## src/rtl/ram_port_arbiter.sv

```systemverilog
// rtl/ram_port_arbiter.sv - three-requester (L/D/F) arbiter for a single-port byte RAM with lock bursts
// Optional: define RAM_ARB_RR_EN for round-robin between D and F in IDLE (L stays highest).
module ram_port_arbiter #(
    parameter int RAMSIZE = 64,
    parameter int ADDR_W  = 16
) (
    input  logic              clk,
    input  logic              reset,
    input  logic              l_req,
    input  logic              l_lock,
    input  logic              l_we,
    input  logic [ADDR_W-1:0] l_addr,
    input  logic [7:0]        l_wdata,
    output logic              l_gnt,
    output logic              l_rvalid,
    output logic [7:0]        l_rdata,
    output logic              l_err,
    input  logic              d_req,
    input  logic              d_lock,
    input  logic              d_we,
    input  logic [ADDR_W-1:0] d_addr,
    input  logic [7:0]        d_wdata,
    output logic              d_gnt,
    output logic              d_rvalid,
    output logic [7:0]        d_rdata,
    output logic              d_err,
    input  logic              f_req,
    input  logic              f_lock,
    input  logic              f_we,
    input  logic [ADDR_W-1:0] f_addr,
    input  logic [7:0]        f_wdata,
    output logic              f_gnt,
    output logic              f_rvalid,
    output logic [7:0]        f_rdata,
    output logic              f_err,
    output logic              ram_en,
    output logic              ram_we,
    output logic [ADDR_W-1:0] ram_addr,
    output logic [7:0]        ram_wdata,
    input  logic [7:0]        ram_rdata
);
    localparam logic [1:0] ID_L = 2'd0;
    localparam logic [1:0] ID_D = 2'd1;
    localparam logic [1:0] ID_F = 2'd2;

    typedef enum logic {ST_IDLE, ST_LOCKED} state_t;

    state_t            r_state, w_state_nxt;
    logic [1:0]        r_owner, w_owner_nxt;
    logic [2:0]        w_req, w_lock, w_gnt;
    logic              w_acc;
    logic [1:0]        w_sel;
    logic              w_sel_we;
    logic [ADDR_W-1:0] w_sel_addr;
    logic [7:0]        w_sel_wdata;
    logic              w_in_range;
    logic              w_pick_f;

    logic              r_ram_en, r_ram_we;
    logic [ADDR_W-1:0] r_ram_addr;
    logic [7:0]        r_ram_wdata;
    logic              r_s1_rd, r_s1_oor, r_s2_rd, r_s2_oor;
    logic [1:0]        r_s1_who, r_s2_who;
    logic [2:0]        r_err;
    logic [7:0]        r_l_rdata, r_d_rdata, r_f_rdata;
    logic [2:0]        w_rvalid;
    logic [7:0]        w_ret_data;

    assign w_req  = {f_req, d_req, l_req};
    assign w_lock = {f_lock, d_lock, l_lock};

`ifdef RAM_ARB_RR_EN
    logic r_rr_f;
    assign w_pick_f = r_rr_f;

    // Pointer only moves on D/F wins decided in IDLE; locked bursts leave it alone.
    always_ff @(posedge clk) begin
        if (reset) begin
            r_rr_f <= 1'b0;
        end else if (r_state == ST_IDLE && w_acc && w_sel != ID_L) begin
            r_rr_f <= (w_sel == ID_D);
        end
    end
`else
    assign w_pick_f = 1'b0;
`endif

    always_ff @(posedge clk) begin
        if (reset) begin
            r_state <= ST_IDLE;
            r_owner <= ID_L;
        end else begin
            r_state <= w_state_nxt;
            r_owner <= w_owner_nxt;
        end
    end

    always_comb begin
        w_gnt       = 3'b000;
        w_state_nxt = r_state;
        w_owner_nxt = r_owner;
        if (!reset) begin
            if (r_state == ST_LOCKED) begin
                w_gnt[r_owner] = w_req[r_owner];
            end else if (w_req[ID_L]) begin
                w_gnt[ID_L] = 1'b1;
            end else if (w_req[ID_D] && w_req[ID_F]) begin
                w_gnt[ID_F] = w_pick_f;
                w_gnt[ID_D] = !w_pick_f;
            end else if (w_req[ID_D]) begin
                w_gnt[ID_D] = 1'b1;
            end else if (w_req[ID_F]) begin
                w_gnt[ID_F] = 1'b1;
            end
        end
        w_acc = |w_gnt;
        w_sel = w_gnt[ID_D] ? ID_D : (w_gnt[ID_F] ? ID_F : ID_L);
        if (w_acc) begin
            w_state_nxt = w_lock[w_sel] ? ST_LOCKED : ST_IDLE;
            w_owner_nxt = w_sel;
        end else if (r_state == ST_LOCKED && !w_req[r_owner] && !w_lock[r_owner]) begin
            w_state_nxt = ST_IDLE;
        end
    end

    always_comb begin
        w_sel_we    = l_we;
        w_sel_addr  = l_addr;
        w_sel_wdata = l_wdata;
        if (w_sel == ID_D) begin
            w_sel_we    = d_we;
            w_sel_addr  = d_addr;
            w_sel_wdata = d_wdata;
        end else if (w_sel == ID_F) begin
            w_sel_we    = f_we;
            w_sel_addr  = f_addr;
            w_sel_wdata = f_wdata;
        end
    end

    assign w_in_range = w_sel_addr < ADDR_W'(RAMSIZE);

    // Read returns follow a 2-stage owner tag so routing never depends on the current grant.
    assign w_rvalid   = r_s2_rd ? (3'b001 << r_s2_who) : 3'b000;
    assign w_ret_data = r_s2_oor ? 8'h00 : ram_rdata;

    always_ff @(posedge clk) begin
        if (reset) begin
            r_ram_en    <= 1'b0;
            r_ram_we    <= 1'b0;
            r_ram_addr  <= '0;
            r_ram_wdata <= 8'h00;
            r_s1_rd     <= 1'b0;
            r_s1_oor    <= 1'b0;
            r_s1_who    <= ID_L;
            r_s2_rd     <= 1'b0;
            r_s2_oor    <= 1'b0;
            r_s2_who    <= ID_L;
            r_err       <= 3'b000;
            r_l_rdata   <= 8'h00;
            r_d_rdata   <= 8'h00;
            r_f_rdata   <= 8'h00;
        end else begin
            r_ram_en <= w_acc && w_in_range;
            r_ram_we <= w_acc && w_in_range && w_sel_we;
            if (w_acc) begin
                r_ram_addr  <= w_sel_addr;
                r_ram_wdata <= w_sel_wdata;
            end
            r_s1_rd  <= w_acc && !w_sel_we;
            r_s1_oor <= !w_in_range;
            r_s1_who <= w_sel;
            r_err    <= (w_acc && !w_in_range) ? w_gnt : 3'b000;
            r_s2_rd  <= r_s1_rd;
            r_s2_oor <= r_s1_oor;
            r_s2_who <= r_s1_who;
            if (w_rvalid[0]) r_l_rdata <= w_ret_data;
            if (w_rvalid[1]) r_d_rdata <= w_ret_data;
            if (w_rvalid[2]) r_f_rdata <= w_ret_data;
        end
    end

    assign l_gnt     = w_gnt[0];
    assign d_gnt     = w_gnt[1];
    assign f_gnt     = w_gnt[2];
    assign l_rvalid  = w_rvalid[0];
    assign d_rvalid  = w_rvalid[1];
    assign f_rvalid  = w_rvalid[2];
    assign l_rdata   = w_rvalid[0] ? w_ret_data : r_l_rdata;
    assign d_rdata   = w_rvalid[1] ? w_ret_data : r_d_rdata;
    assign f_rdata   = w_rvalid[2] ? w_ret_data : r_f_rdata;
    assign l_err     = r_err[0];
    assign d_err     = r_err[1];
    assign f_err     = r_err[2];
    assign ram_en    = r_ram_en;
    assign ram_we    = r_ram_we;
    assign ram_addr  = r_ram_addr;
    assign ram_wdata = r_ram_wdata;
endmodule
```

## config.mk

```make
export PLATFORM = sky130hd
export DESIGN_NAME = ram_port_arbiter
export DESIGN_NICKNAME = d
export VERILOG_FILES = /design/src/rtl/ram_port_arbiter.sv
export SDC_FILE = /design/constraint.sdc
export NUM_CORES = 1
export LEC_CHECK = 0
export CAP_MARGIN = 20
export CORE_ASPECT_RATIO = 1.4
export CORE_UTILIZATION = 37
export CTS_BUF_LIST = sky130_fd_sc_hd__clkbuf_8
export CTS_CLUSTER_SIZE = 10
export DETAILED_ROUTE_END_ITERATION = 10
export PLACE_DENSITY = 0.78
export SYNTH_ARGS = -nofsm -noshare
export SYNTH_HDL_FRONTEND = slang
export SYNTH_SLANG_ARGS = --single-unit
```

## constraint.sdc

```tcl
create_clock -name clk -period 1.9 [get_ports clk]
set_clock_uncertainty 0.15 [all_clocks]
set_input_delay 0.285 -clock clk [delete_from_list [all_inputs] [get_ports clk]]
set_output_delay 0.285 -clock clk [all_outputs]
set_load 0.005 [all_outputs]
```

==> run metrics, run 1 <==
outcome=finished with violations; failing checks=setup timing; slack of the critical path=-0.280 ns; Hold Buf Count CTS=0; CTS tree=done; Seq/Total Area, Yosys=43.4%; peak supply drop=~420 µV; Gate power share=28.0%; R2R depth=9; R2R Path End=ram_en$_SDFF_PP0_; post-synthesis cell type count=between 40 and 50; num rows=38; hold path start=reset; WL final=13700 µm; WHS=0.213 ns; Crit path largest cell delay=0.37 ns; vias=3831; leakage=2.50 nW; Clk network pwr share=34.1%; vias in the first global route=3694; Synth async-reset ratio=0%; synthesized netlist net count=440; total gr overflow=0; Post-Syn Instances=between 300 and 400; Worst-path clk slew=around 0.070 ns; area delta synth->final=109%; Endpoint, Worst Hold=ram_addr[5]$_SDFFE_PP0P_; number of nets in the layout=678; DIE AREA=roughly 8400 µm²; TritonCTS sink count=between 60 and 70; Seq pwr share=between 30 and 40%; gr usage total=around 28%; commonest non-fill, non-tap cell in the layout=clkdlybuf4s50_1; Synth warnings=0; first-pass GRT wire length=~18000 µm; Switching Fraction=28.0%; Die X=77.5 µm; CP arrival=2.27 ns; final setup fails=51; Iteration-0 DRC Markers=roughly 190; pwr dens=627 nW/µm²; reg2reg setup slack=-0.28 ns; WP data required=1.99 ns; Post-DP HPWL=7550 µm; I/O Buffers=between 100 and 150; RSZ-0062 raised after global routing=yes; Cell Chain, Critical Path=and3b_2 > o21ai_4 > inv_4 > buf_8 > buf_4 > o311ai_4 > nor4_4 > buf_4 > and3_1; Int Pwr=2.79 mW; fin crit period=2.18 ns; Root Buffer=clkbuf_8; Initial Util=between 30% and 40%; core area=7750 µm²; fillers=~440; Slew @ Worst Pin=0.468 ns; htree depth=3; slowest cell on the critical path=dfxtp_4; largest net degree at the start of global routing=27; proportion of layout cells with a drive suffix above 1=~46%; MaxCap Viol Count=0; IO Pins=150; vias per inst=5.54; Synth Flop Type=dfxtp_1; register bit total from synthesis=64; CP Class=reg -> reg; antenna violations before repair=0; drt wl/cell=about 20 µm; CTS buffer count=9; crit-path max FO=6; DRC Markers=0; Worst setup SP type=flip-flop; final hold violations=0; diode count=0; mean post-synth cell area=8.47 µm²; worst hold path type=in -> reg; max frequency=459 MHz; GP Congestion=0.844; R2R Path Start=r_state$_SDFFE_PP0P_; leading cell types in the layout, fill and taps excluded=clkdlybuf4s50_1 (116), dfxtp_1 (58), buf_4 (56), buf_6 (35), nor2_1 (31); clock tree buffer depth=2; synthesized cell area=2960 µm²; Power, Total=3.88 mW; dpl ws=-0.527 ns; fin crit share=115%; Final Slew Violations=0; Max-slew headroom=68.6%; clk_lat worst skew=0.34 ns; Final Util=79.8%; Die Height=108 µm; Antenna Violating Nets Remaining=0; Hold Path Cell Cnt=3; First-pass DRT Iterations=4; Switch Pwr=roughly 1.1 mW; Post-synth EDFFs=0; CP dominant cell by count=buf_4; Worst Setup End Kind=flip-flop
layout make-up:
type	instances	area (µm²)	share of cell area [%]
Timing Repair Buffer	250	2370	38.3
Multi-Input combinational cell	251	2130	34.5
Sequential cell	64	1290	20.9
Clock buffer	10	138	2.22
Tap cell	100	125	2.02
Clock inverter	6	82.6	1.33
Inverter	11	46.3	0.748
registers in the layout, indices dropped and copies added, names as in the netlist, 2 cells and up:
| signal | flops |
|---|---|
| r_err | 3 |
| ram_addr | 16 |
| r_l_rdata | 8 |
| r_d_rdata | 8 |
| ram_wdata | 8 |
| r_f_rdata | 8 |
| r_s1_who | 2 |
| r_s2_who | 2 |
| r_owner | 2 |
layer usage:
| layer | GRT usage, % | part of all wire, % |
|---|---|---|
| met1 | 27.5 | 37 |
| met2 | 52.6 | 52 |
| met3 | 7.71 | 6.6 |
| met4 | 15.5 | 4.3 |
| met5 | 0 | 0 |
worst max path at each step:
stage | start | to | slack [ns] | cells after the start
after floorplan | r_state$_SDFFE_PP0P_ | ram_we$_SDFF_PP0_ | 0.003 | 6
after global placement | l_req | ram_we$_SDFF_PP0_ | -0.46 | 7
after detailed placement | l_req | ram_we$_SDFF_PP0_ | -0.53 | 7
after CTS | r_state$_SDFFE_PP0P_ | ram_wdata[6]$_SDFFE_PP0P_ | -0.18 | 10
after global routing | r_state$_SDFFE_PP0P_ | ram_wdata[3]$_SDFFE_PP0P_ | -0.34 | 11
final | r_state$_SDFFE_PP0P_ | ram_en$_SDFF_PP0_ | -0.28 | 9
power by group through the flow:
stage	Sequential [mW]	Combinational (mW)	Clock (mW)
6_report	1.47	1.09	1.32
5_1_grt	1.47	1.14	1.40
4_1_cts	1.46	0.868	1.32
3_5_place_dp	1.49	0.754	0
3_3_place_gp	1.49	0.741	0
2_1_floorplan	1.48	0.282	0
timing repair:
item | in CTS | in global routing
gates cloned | 5 | 0
pin swaps | 32 | 48
resized for setup | 228 | 111
buffers inserted | 32 | 25
endpoints found under the setup margin | 61 | 62
worst max-delay path, delay by kind of cell, from the launching register on:
| family | cells | cell delay, ns |
|---|---|---|
| AND/OR/NAND/NOR | 3 | 0.48 |
| buffers and inverters | 4 | 0.51 |
| AO/OA/AOI/OAI | 2 | 0.56 |
| flip-flops | 1 | 0.37 |
cells in the mapped netlist, drive strengths merged (2+ instances only):
master   n  area, µm²
a22o     2       17.5
a21oi   21        105
a211oi  27        228
o21ai   35        183
clkbuf  14       52.6
and2b    2       15.0
nor4     2       27.5
o211ai   3       22.5
nand2   30        113
a311oi   3       26.3
nor2b   29        181
o22ai    3       18.8
nor3     4       42.5
and3b    2       17.5
nand2b  11       68.8
nand3b   5       37.5
dfxtp   64       1280
buf     10       63.8
nor2    37        139
a22oi   21        158
inv     11       41.3
and3     3       18.8
cell families (layout without fill, tap and decap cells):
kind of cell           count (synthesis)  count (layout)  synth area share (%)
flip-flops                            64              64                  43.4
AO/OA/AOI/OAI                        118             118                  26.5
buffers and inverters                 35             277                  5.33
AND/OR/NAND/NOR                      132             133                  24.8
metrics by stage:
stage                     instance area, µm²  setup TNS, ns  cells
after floorplan                         2970              0    349
after CTS                               5550          -4.88    671
after global routing                    6190         -11.75    692
after detailed placement                4820         -19.97    618
final                                   6190          -8.38    692
after global placement                  4820         -18.12    618
Note: power is estimated with default switching activity, not from simulation.
==> run 2, diff against run 1 <==
CTS_CLUSTER_SIZE = 30   (was 10)
==> results of run 2 <==
Final layout, timing and power as in run 1 (identical DEF).
==> run 3, diff against run 2 <==
CORE_UTILIZATION = 41   (was 37)
PLACE_DENSITY = 0.82   (was 0.78)
clock period = 2.4 ns   (was 1.9 ns; I/O delays follow)
==> run 3 against run 2 <==
Effect of this change: the run now ends clean; die area decreased by 9.5%; sequential cell count unchanged; global-route usage shrank 1.8 points; wire length down 29%; cell count fell by 11%; via count fell by 14%; cell area shrank 20%; combinational power fell by 47%; power is 34% lower; first-iteration DRC count shrank 46%; non-clock buffer count decreased by 70; clock power down 38%; critical path type is now in -> out; critical endpoint is now f_gnt; largest power group unchanged.
==> run metrics, run 3 (synthesis results as in run 1) <==
outcome=complete, no violations; slack of the critical path=0.0712 ns; clk_lat worst skew=0.33 ns; Die Height=102 µm; proportion of layout cells with a drive suffix above 1=14.8%; pwr dens=517 nW/µm²; Worst-path clk slew=0.07 ns; num rows=36; area delta synth->final=67.2%; Max-slew headroom=approximately 64%; dpl cells=598; Final Slew Violations=0; total gr overflow=0; WP data required=1.89 ns; crit-path max FO=6; core area=roughly 7000 µm²; max frequency=roughly 430 MHz; vias=between 3000 and 4000; Area after DPL=4670 µm²; IO Pins=150; CTS tree=done; MaxCap Viol Count=0; DRC Markers=0; fin crit share=97.0%; RSZ-0062 raised after global routing=no; number of nets in the layout=609; CTS buffer count=9; Crit path largest cell delay=0.57 ns; Die X=approximately 74 µm; WL final=between 9000 and 10000 µm; First-pass DRT Iterations=4; I/O Buffers=149; fin crit period=2.33 ns; Post-DP HPWL=7250 µm; dpl ws=-0.162 ns; drt wl/cell=roughly 16 µm; leading cell types in the layout, fill and taps excluded=clkdlybuf4s50_1 (141), dfxtp_1 (58), nor2_1 (37), nand2_1 (30), nor2b_1 (29); CP arrival=approximately 1.8 ns; Finished Layout Cells=between 600 and 700; commonest non-fill, non-tap cell in the layout=clkdlybuf4s50_1; gr usage total=between 20% and 30%; leakage=1.95 nW; CP Class=in -> out; Root Buffer=clkbuf_8; Worst setup SP type=input port; reg2reg setup slack=0.36 ns; final setup fails=0; first-pass GRT wire length=between 10000 and 15000 µm; CP dominant cell by count=clkdlybuf4s50_1; Largest register FFs=16; slowest cell on the critical path=clkdlybuf4s50_1; htree depth=3; TritonCTS sink count=64; vias in the first global route=between 3000 and 4000; diode count=0; Antenna Violating Nets Remaining=0; peak supply drop=about 360 µV; vias per inst=5.34; Initial Util=42.3%; largest net degree at the start of global routing=52; Hold Buf Count CTS=0; final hold violations=0; Cell Chain, Critical Path=clkdlybuf4s50_1 > and2b_1 > o21ai_4 > inv_2 > clkdlybuf4s50_1; fin area=around 5000 µm²; Slew @ Worst Pin=0.546 ns; GP Congestion=0.942; WP buf/inv=3; Worst Setup End Kind=output port; worst hold path type=in -> reg; Iteration-0 DRC Markers=100; clock tree buffer depth=2; DIE AREA=7560 µm²; antenna violations before repair=0; Top delay family on crit path=buffers and inverters
run 3: cell types whose count changed in the layout (fill, tap and decap cells not counted), sizes merged:
cell           change
buf               -94
clkdlybuf4s50     +25
clkbuf             -4
dlymetal6s2s       +4
bufinv             -2
clkinv             -1
inv                +1
or3b               +1
run 3: path summary, 6_finish.rpt:
check	cells after the start	from	end
hold / removal	3	reset	ram_addr[4]$_SDFFE_PP0P_
hold reg to reg	1	r_s1_oor$_SDFF_PP0_	r_s2_oor$_SDFF_PP0_
setup / recovery	5	f_req	f_gnt
setup reg to reg	5	r_state$_SDFFE_PP0P_	ram_we$_SDFF_PP0_
run 3: per-stage QoR:
stage / utilization, % / total power, mW / TNS [ns] / hold WS [ns]
floorplan: - / 1.39 / 0 / 0.264
global placement: 67.0 / 1.74 / -2.83 / 0.270
detailed placement: 67.0 / 1.75 / -3.79 / 0.280
CTS: 70.1 / 2.57 / -0.00466 / 0.246
global route: 70.8 / 2.69 / 0 / 0.252
finish: 70.8 / 2.55 / 0 / 0.257
run 3: repair_timing:
item,CTS,global route
gates cloned,2,0
resized for setup,22,26
buffers inserted,0,2
pin swaps,1,0
endpoints found under the setup margin,11,24
run 3: worst min-delay path, stage by stage:
cell and delay (ns):
buf_2 0.11, buf_4 0.17, a211oi_2 0.04
run 3: power breakdown:
group	switching [mW]	internal, mW
Sequential	0.0383	1.12
Combinational	0.235	0.346
Clock	0.395	0.418
run 3: per-layer routing:
layer / GRT usage (%) / vias up / wire [µm]
met5: 0 / - / 0
met4: 14.2 / 0 / 332
met3: 7.50 / 27 / 689
met2: 46.4 / 152 / 5200
met1: 27.8 / 1540 / 3530
li1: - / 1577 / -
run 3: cell type report:
class	instances	area, µm²
Clock inverter	4	21.3
Fill cell	565	2040
Tap cell	95	119
Timing Repair Buffer	180	1750
Clock buffer	11	151
Inverter	11	41.3
Multi-Input combinational cell	252	1570
Sequential cell	64	1290
